## config.mk

```make
export PLATFORM = sky130hd
export DESIGN_NAME = instr_encoder
export DESIGN_NICKNAME = d
export VERILOG_FILES = /design/src/rtl/instr_encoder_pkg.sv /design/src/rtl/instr_pack.sv /design/src/rtl/instr_encoder.sv
export SDC_FILE = /design/constraint.sdc
export NUM_CORES = 1
export LEC_CHECK = 0
export ABC_CLOCK_PERIOD_IN_PS = 1700
export CORE_ASPECT_RATIO = 1.75
export CORE_MARGIN = 2
export CORE_UTILIZATION = 35
export DETAILED_ROUTE_END_ITERATION = 10
export GPL_ROUTABILITY_DRIVEN = 0
export SYNTH_ARGS = -nofsm -noshare
export SYNTH_HDL_FRONTEND = slang
export SYNTH_SLANG_ARGS = --single-unit
```

## constraint.sdc

```tcl
create_clock -name clk -period 1.7 [get_ports clk]
set_input_delay 0.255 -clock clk [delete_from_list [all_inputs] [get_ports clk]]
set_output_delay 0.255 -clock clk [all_outputs]
set_load 0.1 [all_outputs]
```

## src/rtl/instr_encoder_pkg.sv

```systemverilog
// Shared instruction-type constants: type codes, format codes, opcodes and
// immediate range limits, common to the encoder and the fetch-side decoder.
package instr_encoder_pkg;

    // A type code is the opcode with its two always-set low bits stripped.
    typedef enum logic [4:0] {
        TYPE_LOAD      = 5'b00000,
        TYPE_OP_IMM    = 5'b00100,
        TYPE_AUIPC     = 5'b00101,
        TYPE_OP_IMM_32 = 5'b00110,
        TYPE_STORE     = 5'b01000,
        TYPE_OP        = 5'b01100,
        TYPE_LUI       = 5'b01101,
        TYPE_OP_32     = 5'b01110,
        TYPE_MADD      = 5'b10000,
        TYPE_NMSUB     = 5'b10010,
        TYPE_BRANCH    = 5'b11000,
        TYPE_JALR      = 5'b11001,
        TYPE_JAL       = 5'b11011
    } instr_type_e;

    typedef enum logic [2:0] {
        FMT_R   = 3'd0,
        FMT_I   = 3'd1,
        FMT_S   = 3'd2,
        FMT_B   = 3'd3,
        FMT_U   = 3'd4,
        FMT_J   = 3'd5,
        FMT_R4  = 3'd6,
        FMT_ILL = 3'd7
    } instr_fmt_e;

    localparam logic [1:0] OPC_LOW = 2'b11;

    localparam logic [6:0] OPC_LOAD      = {TYPE_LOAD,      OPC_LOW};
    localparam logic [6:0] OPC_OP_IMM    = {TYPE_OP_IMM,    OPC_LOW};
    localparam logic [6:0] OPC_AUIPC     = {TYPE_AUIPC,     OPC_LOW};
    localparam logic [6:0] OPC_OP_IMM_32 = {TYPE_OP_IMM_32, OPC_LOW};
    localparam logic [6:0] OPC_STORE     = {TYPE_STORE,     OPC_LOW};
    localparam logic [6:0] OPC_OP        = {TYPE_OP,        OPC_LOW};
    localparam logic [6:0] OPC_LUI       = {TYPE_LUI,       OPC_LOW};
    localparam logic [6:0] OPC_OP_32     = {TYPE_OP_32,     OPC_LOW};
    localparam logic [6:0] OPC_MADD      = {TYPE_MADD,      OPC_LOW};
    localparam logic [6:0] OPC_NMSUB     = {TYPE_NMSUB,     OPC_LOW};
    localparam logic [6:0] OPC_BRANCH    = {TYPE_BRANCH,    OPC_LOW};
    localparam logic [6:0] OPC_JALR      = {TYPE_JALR,      OPC_LOW};
    localparam logic [6:0] OPC_JAL       = {TYPE_JAL,       OPC_LOW};

    localparam int IMM_I_MIN   = -2048;
    localparam int IMM_I_MAX   = 2047;
    localparam int IMM_B_MIN   = -4096;
    localparam int IMM_B_MAX   = 4094;
    localparam int IMM_J_MIN   = -1048576;
    localparam int IMM_J_MAX   = 1048574;
    localparam int SHAMT64_MAX = 63;
    localparam int SHAMT32_MAX = 31;

    function automatic instr_fmt_e type_format(input logic [4:0] t);
        instr_fmt_e f;
        case (t)
            TYPE_OP, TYPE_OP_32:                                f = FMT_R;
            TYPE_LOAD, TYPE_JALR, TYPE_OP_IMM, TYPE_OP_IMM_32: f = FMT_I;
            TYPE_STORE:                                         f = FMT_S;
            TYPE_BRANCH:                                        f = FMT_B;
            TYPE_AUIPC, TYPE_LUI:                               f = FMT_U;
            TYPE_JAL:                                           f = FMT_J;
            TYPE_MADD, TYPE_NMSUB:                              f = FMT_R4;
            default:                                            f = FMT_ILL;
        endcase
        return f;
    endfunction

    function automatic logic imm_in_range(input logic signed [31:0] v,
                                          input int lo, input int hi);
        return (v >= lo) && (v <= hi);
    endfunction

endpackage

```

## src/rtl/instr_pack.sv

```systemverilog
// Combinational field packer: type plus decoded fields to one 32-bit word,
// with a per-format immediate legality check. Illegal words come out as zero.
module instr_pack
    import instr_encoder_pkg::*;
(
    input  logic [4:0]  in_type,
    input  logic [4:0]  in_rd,
    input  logic [4:0]  in_rs1,
    input  logic [4:0]  in_rs2,
    input  logic [4:0]  in_rs3,
    input  logic [2:0]  in_funct3,
    input  logic [6:0]  in_funct7,
    input  logic [31:0] in_imm,
    output logic [31:0] word,
    output logic        err
);

    instr_fmt_e         fmt;
    logic [6:0]         opc;
    logic signed [31:0] simm;
    logic               is_shift;

    assign fmt      = type_format(in_type);
    assign opc      = {in_type, OPC_LOW};
    assign simm     = in_imm;
    assign is_shift = ((in_type == TYPE_OP_IMM) || (in_type == TYPE_OP_IMM_32)) &&
                      ((in_funct3 == 3'b001) || (in_funct3 == 3'b101));

    always_comb begin
        word = '0;
        err  = 1'b0;
        case (fmt)
            FMT_R: begin
                word = {in_funct7, in_rs2, in_rs1, in_funct3, in_rd, opc};
            end
            FMT_I: begin
                if (is_shift && (in_type == TYPE_OP_IMM)) begin
                    // RV64 shamt is 6 bits wide, so imm[5] borrows funct7's low bit.
                    word = {in_funct7[6:1], in_imm[5], in_imm[4:0], in_rs1, in_funct3, in_rd, opc};
                    err  = !imm_in_range(simm, 0, SHAMT64_MAX);
                end else if (is_shift) begin
                    word = {in_funct7, in_imm[4:0], in_rs1, in_funct3, in_rd, opc};
                    err  = !imm_in_range(simm, 0, SHAMT32_MAX);
                end else begin
                    word = {in_imm[11:0], in_rs1, in_funct3, in_rd, opc};
                    err  = !imm_in_range(simm, IMM_I_MIN, IMM_I_MAX);
                end
            end
            FMT_S: begin
                word = {in_imm[11:5], in_rs2, in_rs1, in_funct3, in_imm[4:0], opc};
                err  = !imm_in_range(simm, IMM_I_MIN, IMM_I_MAX);
            end
            FMT_B: begin
                word = {in_imm[12], in_imm[10:5], in_rs2, in_rs1, in_funct3,
                        in_imm[4:1], in_imm[11], opc};
                err  = !imm_in_range(simm, IMM_B_MIN, IMM_B_MAX) || in_imm[0];
            end
            FMT_U: begin
                word = {in_imm[31:12], in_rd, opc};
                err  = |in_imm[11:0];
            end
            FMT_J: begin
                word = {in_imm[20], in_imm[10:1], in_imm[11], in_imm[19:12], in_rd, opc};
                err  = !imm_in_range(simm, IMM_J_MIN, IMM_J_MAX) || in_imm[0];
            end
            FMT_R4: begin
                word = {in_rs3, in_funct7[1:0], in_rs2, in_rs1, in_funct3, in_rd, opc};
            end
            default: begin
                err = 1'b1;
            end
        endcase
        if (err) begin
            word = '0;
        end
    end

endmodule

```

## src/rtl/instr_encoder.sv

```systemverilog
// Streaming instruction encoder: one output register stage with valid/ready,
// a byte-address tag counter and a saturating count of illegal words.
module instr_encoder
    import instr_encoder_pkg::*;
#(
    parameter logic [31:0] BASE_ADDR = 32'h0000_0000,
    parameter int          ERR_CNT_W = 8
) (
    input  logic                 clk,
    input  logic                 rst_n,
    input  logic                 flush,
    input  logic                 in_valid,
    output logic                 in_ready,
    input  logic [4:0]           in_type,
    input  logic [4:0]           in_rd,
    input  logic [4:0]           in_rs1,
    input  logic [4:0]           in_rs2,
    input  logic [4:0]           in_rs3,
    input  logic [2:0]           in_funct3,
    input  logic [6:0]           in_funct7,
    input  logic [31:0]          in_imm,
    output logic                 out_valid,
    input  logic                 out_ready,
    output logic [31:0]          out_word,
    output logic [31:0]          out_addr,
    output logic                 out_err,
    output logic [ERR_CNT_W-1:0] err_cnt
);

    localparam logic [ERR_CNT_W-1:0] ERR_MAX = '1;

    logic [31:0]          pack_word;
    logic                 pack_err;
    logic                 accept;

    logic                 out_valid_reg, out_valid_next;
    logic [31:0]          out_word_reg,  out_word_next;
    logic [31:0]          out_addr_reg,  out_addr_next;
    logic                 out_err_reg,   out_err_next;
    logic [31:0]          addr_cnt_reg,  addr_cnt_next;
    logic [ERR_CNT_W-1:0] err_cnt_reg,   err_cnt_next;

    instr_pack u_pack (
        .in_type   (in_type),
        .in_rd     (in_rd),
        .in_rs1    (in_rs1),
        .in_rs2    (in_rs2),
        .in_rs3    (in_rs3),
        .in_funct3 (in_funct3),
        .in_funct7 (in_funct7),
        .in_imm    (in_imm),
        .word      (pack_word),
        .err       (pack_err)
    );

    // Flush blocks intake so a bundle offered alongside it is dropped, not latched.
    assign in_ready = !flush && (!out_valid_reg || out_ready);
    assign accept   = in_valid && in_ready;

    always_comb begin
        out_valid_next = out_valid_reg;
        out_word_next  = out_word_reg;
        out_addr_next  = out_addr_reg;
        out_err_next   = out_err_reg;
        addr_cnt_next  = addr_cnt_reg;
        err_cnt_next   = err_cnt_reg;
        if (flush) begin
            out_valid_next = 1'b0;
            out_word_next  = '0;
            out_addr_next  = BASE_ADDR;
            out_err_next   = 1'b0;
            addr_cnt_next  = BASE_ADDR;
        end else if (accept) begin
            out_valid_next = 1'b1;
            out_word_next  = pack_word;
            out_addr_next  = addr_cnt_reg;
            out_err_next   = pack_err;
            addr_cnt_next  = addr_cnt_reg + 32'd4;
            if (pack_err && (err_cnt_reg != ERR_MAX)) begin
                err_cnt_next = err_cnt_reg + ERR_CNT_W'(1);
            end
        end else if (out_ready) begin
            out_valid_next = 1'b0;
        end
    end

    always_ff @(posedge clk or negedge rst_n) begin
        if (!rst_n) begin
            out_valid_reg <= 1'b0;
            out_word_reg  <= '0;
            out_addr_reg  <= BASE_ADDR;
            out_err_reg   <= 1'b0;
            addr_cnt_reg  <= BASE_ADDR;
            err_cnt_reg   <= '0;
        end else begin
            out_valid_reg <= out_valid_next;
            out_word_reg  <= out_word_next;
            out_addr_reg  <= out_addr_next;
            out_err_reg   <= out_err_next;
            addr_cnt_reg  <= addr_cnt_next;
            err_cnt_reg   <= err_cnt_next;
        end
    end

    assign out_valid = out_valid_reg;
    assign out_word  = out_word_reg;
    assign out_addr  = out_addr_reg;
    assign out_err   = out_err_reg;
    assign err_cnt   = err_cnt_reg;

endmodule

```

# After elaboration in Yosys (flattened, before gate mapping)
# Memory sizes are Yosys's and may differ from the RTL's.
# Index checks and enable logic that the tools add are counted.
# W data, S select, Z words.
# totals
regBits	106
mem_bits_ro	96
input_bits	72
output_inout_bits	75
word_cells	76
n_memories	1
# classes
n_addsub	2
order_cmp	9
n_eq_ne	11
mux	18
bitwise_logic	1
reduce_logical	28
# memory_table
memory	words	word_bits	rd	rd_ports_with_merged_regs	write_ports	line_no	text
(name not given)	32	3	1	0	0	instr_encoder_pkg.sv:60	case (t)
# op_table
op	n
$mux W32	9
$pmux W32 S7	1
$add A32 B3 Y32 const B	1
$ge A32 B1 Y1 const B	1
$ge A32 B12 Y1 const B	1
$ge A32 B13 Y1 const B	1
$ge A32 B21 Y1 const B	1
$le A32 B12 Y1 const B	1
$le A32 B13 Y1 const B	1
$le A32 B21 Y1 const B	1
$le A32 B6 Y1 const B	1
$le A32 B7 Y1 const B	1
$eq A3 B3 Y1 const B	4
$reduce_or A12 Y1	1
$eq A5 B3 Y1 const B	2
$logic_and A1 B1 Y1	10
$add A8 B1 Y8 const B	1
$ne A8 B8 Y1 const B	1
$logic_not A1 Y1	7
$mux W1	7
$eq A3 B1 Y1 const B	2
$eq A3 B2 Y1 const B	2
$pmux W1 S6	1
$logic_or A1 B1 Y1	5
other kinds (6)	6

# Logic depth before layout (Yosys ltp)
# logic_depth
word_depth	9
mapped_depth	8
ltp_nobuf	7

# By module
# A second synthesis with hierarchy kept.
# unflattened
hier_cells	577
area_unflattened_um2	5731.7
# modules_own_cells
module	n_inst	cells_per_inst	area_each_um2	seq_area_each_um2
instr_encoder	1	396	4439.3	2577.5
instr_pack	1	181	1292.5	0.0

# Least setup slack after synthesis
# Ideal clock, no wire load.
# synth_path
kind	register -> output
start	register out_valid_reg, in the netlist out_valid
end	output port in_ready
t_arrival_ps	2417
required_time_ps	1445
path_slack_ps	-972
path_stages_with_launch	3
n_path_buf	0
path_cell_list	dfrtp_1 nand2b_1 nor2b_1
# synth_between
elab_chain_len	3
# synth_rtl
element	line_no	text
start, declared	instr_encoder.sv:36	logic out_valid_reg, out_valid_next;
start signal, assigned	instr_encoder.sv:96	out_valid_reg <= out_valid_next;
$logic_not A1 Y1	instr_encoder.sv:57	assign in_ready = !flush && (!out_valid_reg || out_ready);
$logic_or A1 B1 Y1	instr_encoder.sv:57	
$logic_and A1 B1 Y1	instr_encoder.sv:57	
end, declared	instr_encoder.sv:13	output logic in_ready,
# No other way between the ends.

# Worst setup path after layout
# layout_path
start	input port in_imm[12]
end	register out_word_reg[24], in the netlist out_word[24]
# layout_between
elab_chain_len	9
elab_cells_between_ends	27
classes_between	9 x order compare; 6 x mux; 12 x reduce/logical
# layout_rtl
element	line_no	text
start, declared	instr_encoder.sv:21	input logic [31:0] in_imm,
$ge A32 B12 Y1, or another cell as far along	instr_encoder_pkg.sv:75	return (v >= lo) && (v <= hi);
$logic_and A1 B1 Y1	instr_encoder_pkg.sv:75	
$logic_not A1 Y1, on equally long branches	instr_pack.sv:46, instr_pack.sv:51, instr_pack.sv:43	
$mux W1	instr_pack.sv:41	end else if (is_shift) begin
$mux W1	instr_pack.sv:37	if (is_shift && (in_type == TYPE_OP_IMM)) begin
$pmux W1 S6 (*)	instr_pack.sv:32	case (fmt)
$mux W32 (*)	instr_pack.sv:73	if (err) begin
$mux W32 (*)	instr_encoder.sv:73	end else if (accept) begin
$mux W32 (*)	instr_encoder.sv:67	if (flush) begin
end signal, assigned	instr_encoder.sv:97	out_word_reg <= out_word_next;
end, declared	instr_encoder.sv:37	logic [31:0] out_word_reg, out_word_next;
# Every way passes the cells marked *; elsewhere a longest branch is shown, timed or not. The select of a mux whose other input is x is not followed.
# A chain may end at the register's enable or synchronous reset.

==> results.py <==
metrics = {
    "grt": {
        "grt_overflow": 0,
        "grt_pass1_vias": 5957,
        "grt_antenna_before_repair": 0,
        "grt_usage_pct": 24.4,
        "grt_max_degree": 44,
        "grt_pass1_wl_um": 29300,
    },
    "timing": {
        "hold_viol_final": 0,
        "setup_violations": 54,
        "maxSlewViolCount": 0,
        "final.min_clock_period_ns": 1.92,
        "slew_headroom_pct": 65.3,
        "tightest_slew_ns": 0.520,
        "worst_slack_ns": -0.217,
        "max_freq_mhz": 522,
        "post-route-period-util_pct": 113,
        "skew_ns": 0.0126,
        "grt_setup_unrepaired": "yes",
    },
    "finish": {
        "stdcell_count": 1040,
        "area_delta_synth_final_pct": 92.8,
        "antenna_cells": 0,
        "layout-drive-gt1-share_pct": 48.5,
        "nNetsFinal": 929,
    },
    "power_and_ir_drop": {
        "totalPowerFinal_mw": 7.16,
        "power.switching_mw": 2.47,
        "powerDensity_nw_per_um2": 731,
        "switching_share_pct": 34.5,
        "cell_internal_pwr_mw": 4.69,
        "vdd_drop_max_v": 0.000436,
        "seq_power_share_pct": 36.7,
        "p_leak_nw": 4.27,
        "power.share.clock_pct": 30.2,
        "p_comb_share_pct": 33.1,
    },
    "hold_path": {
        "hold-path-cell-count": 3,
        "hold_path_class": "primary input to register",
    },
    "setup_path": {
        "cp_num_buf_inv": 4,
        "crit_fanout": 5,
        "path_depth": 10,
        "crit_required_ns": 1.98,
        "crit_chain": "clkdlybuf4s15_2, nor4_4, nand2_2, or3_4, a31oi_4, nand4_4, buf_12, buf_8, buf_16, o21ai_4",
        "critical_path_class": "primary input to register",
        "cpMaxStageDelayCell": "or3_4",
        "cp_top_family": "simple AND/OR/NAND/NOR gates",
        "endpoint_kind": "register",
        "r2r_cells": 7,
        "max_stage_delay_ns": 0.41,
        "startpoint_type": "primary input",
        "arrival_ns": 2.19,
    },
    "die": {
        "die_height_um": 163,
        "core_area_sq_um": 14300,
        "std_cell_rows": 58,
        "boundaryPins": 147,
        "start_util_pct": 35.6,
        "dieArea_sq_um": 15600,
        "die_w_um": 95.1,
    },
    "logic_synthesis": {
        "synth_area_leaders": "dfrtp_1 (50%), nand2_1 (8.3%), a21oi_1 (4.7%)",
        "synth_top_area_share_pct": 50.2,
        "ys_seq_area_share_pct": 50.2,
        "synth-edff-count": 0,
        "synth_nets": 632,
        "synth_top_flop_cell": "dfrtp_1",
        "syn_inst": 558,
        "netlist_top_cells_count": "nand2_1 (113), dfrtp_1 (102), a21oi_1 (48), nor2_1 (33), o21ai_1 (30)",
        "syn_area_per_cell_sq_um": 9.11,
        "synth_top_cell_by_area": "dfrtp_1",
        "synthArstFlopShare_pct": 100,
        "ys_seq_elements": 102,
        "synth_most_common_cell": "nand2_1",
        "yosys.cell_types.count": 56,
        "synth_area_sq_um": 5090,
        "ys_warn_count": 0,
    },
    "routing": {
        "wl_per_cell_um": 17.8,
        "routed-via-count": 5611,
        "drc": 0,
        "firstDrtPassIters": 5,
        "vias_per_cell": 5.40,
        "drt_iter0_drc": 195,
        "ant_nets": 0,
        "wl_um": 18500,
    },
    "clock_tree": {
        "clk_latency_ns": 0.36,
        "cts-root-buf": "clkbuf_16",
        "cts_buffers": 9,
        "cts_buffer_depth": 2,
        "htree_levels": 3,
        "cts_tree": "done",
        "clock_sinks": 102,
        "cts.clk_slew.worst_paths_ns": 0.07,
    },
    "outcome": {
        "status": "finished with violations",
        "failed_checks": "setup timing",
    },
    "place": {
        "dp.cells": 986,
        "place_hpwl_um": 13300,
        "io_buffers": 146,
    },
    "run": {
        "maxCapViolations": 0,
    },
}
## power groups by stage
stage	registers, mW	clock network, mW	logic [mW]
floorplan	3.32	0	0.384
global placement	2.67	0	2.13
detailed placement	2.67	0	2.16
CTS	2.63	2.20	2.33
global route	2.64	2.30	2.47
finish	2.63	2.17	2.37
## per-stage QoR
step           setup TNS [ns]  setup WS (ns)  area [sq um]  utilization [%]  hold WS, ns
2_1_floorplan          -11.14         -0.298          5190                -      -0.0406
6_report                -5.89         -0.217          9800             68.6        0.214
3_5_place_dp           -44.63         -0.955          8510             59.6        0.263
4_1_cts                 -6.02         -0.225          9640             67.4        0.238
3_3_place_gp           -41.51         -0.876          8510             59.6        0.258
5_1_grt                 -9.84         -0.282          9800             68.6        0.207
## layout make-up
type / count / area (sq um)
flip-flops and latches: 102 / 2570
repair buffers: 315 / 3620
well taps: 180 / 225
inverters: 8 / 30.0
multi-input cells: 419 / 3050
fillers: 1026 / 4490
clock inverters: 7 / 90.1
clock buffers: 9 / 225
## cells by family (layout without fill, tap and decap cells)
logic type | Yosys count | in the layout | synth area share [%]
buffers and inverters | 37 | 339 | 3.00
DFF | 102 | 102 | 50.2
adders and majority gates | 2 | 2 | 0.492
AOI/OAI and AO/OA | 146 | 146 | 18.6
xor gates and xnor gates | 27 | 27 | 4.65
muxes | 2 | 2 | 0.443
and+or+nand+nor | 242 | 242 | 22.6
## worst register-to-register path: cells and delay by family, from the launching register on
| kind | cells | cell delay, ns |
|---|---|---|
| flops | 1 | 0.49 |
| compound gates | 2 | 0.22 |
| simple gates | 4 | 0.85 |
| fa+ha+maj | 1 | 0.17 |
## what timing repair did
item / CTS / global route
cloned: 4 / 0
pin swaps: 60 / 45
buffers inserted: 27 / 12
gates resized for setup: 223 / 54
setup endpoints to repair: 55 / 61
hold buffers: 1 / 0
endpoints found under the hold margin: 35 / 0
## cells in the final DEF, fill, tap and decap left out, drive strengths merged, types with 3 or more instances in the layout
master	Yosys	final
a21boi	4	4
a21oi	48	48
a221oi	5	5
a222oi	5	5
a22oi	14	14
a311oi	5	5
and2	3	3
and3	10	10
and4	3	3
buf	11	261
clkbuf	18	18
clkdlybuf4s15	0	10
clkdlybuf4s50	0	30
clkinv	0	3
dfrtp	102	102
dlygate4sd2	0	4
inv	8	11
nand2	113	113
nand2b	5	5
nand3	17	17
nand4	16	16
nor2	33	33
nor2b	3	3
nor3	7	7
nor4	11	11
o21ai	43	43
or2	3	3
or3	12	12
or4	3	3
xnor2	3	3
xor2	24	24
## per-layer routing
layer  up-vias  GRT usage, %  routed length (um)
li1       2596             -                   -
met1      2740          24.3                6080
met2       217          46.7               10700
met3        58          3.37                 807
met4         0          13.4                 902
met5         -             0                   0
## worst paths after layout
path,start,endpoint,slack (ns)
max,in_imm[12],out_word[24],-0.22
min,in_imm[8],out_word[28],0.21
max reg2reg,err_cnt[1],err_cnt[5],-0.16
min reg2reg,addr_cnt_reg[31],addr_cnt_reg[31],0.53
max in group asynchronous,rst_n,out_word[26],0.72
min in group asynchronous,rst_n,out_addr[11],0.42
Power figures use the tool's default switching activity.
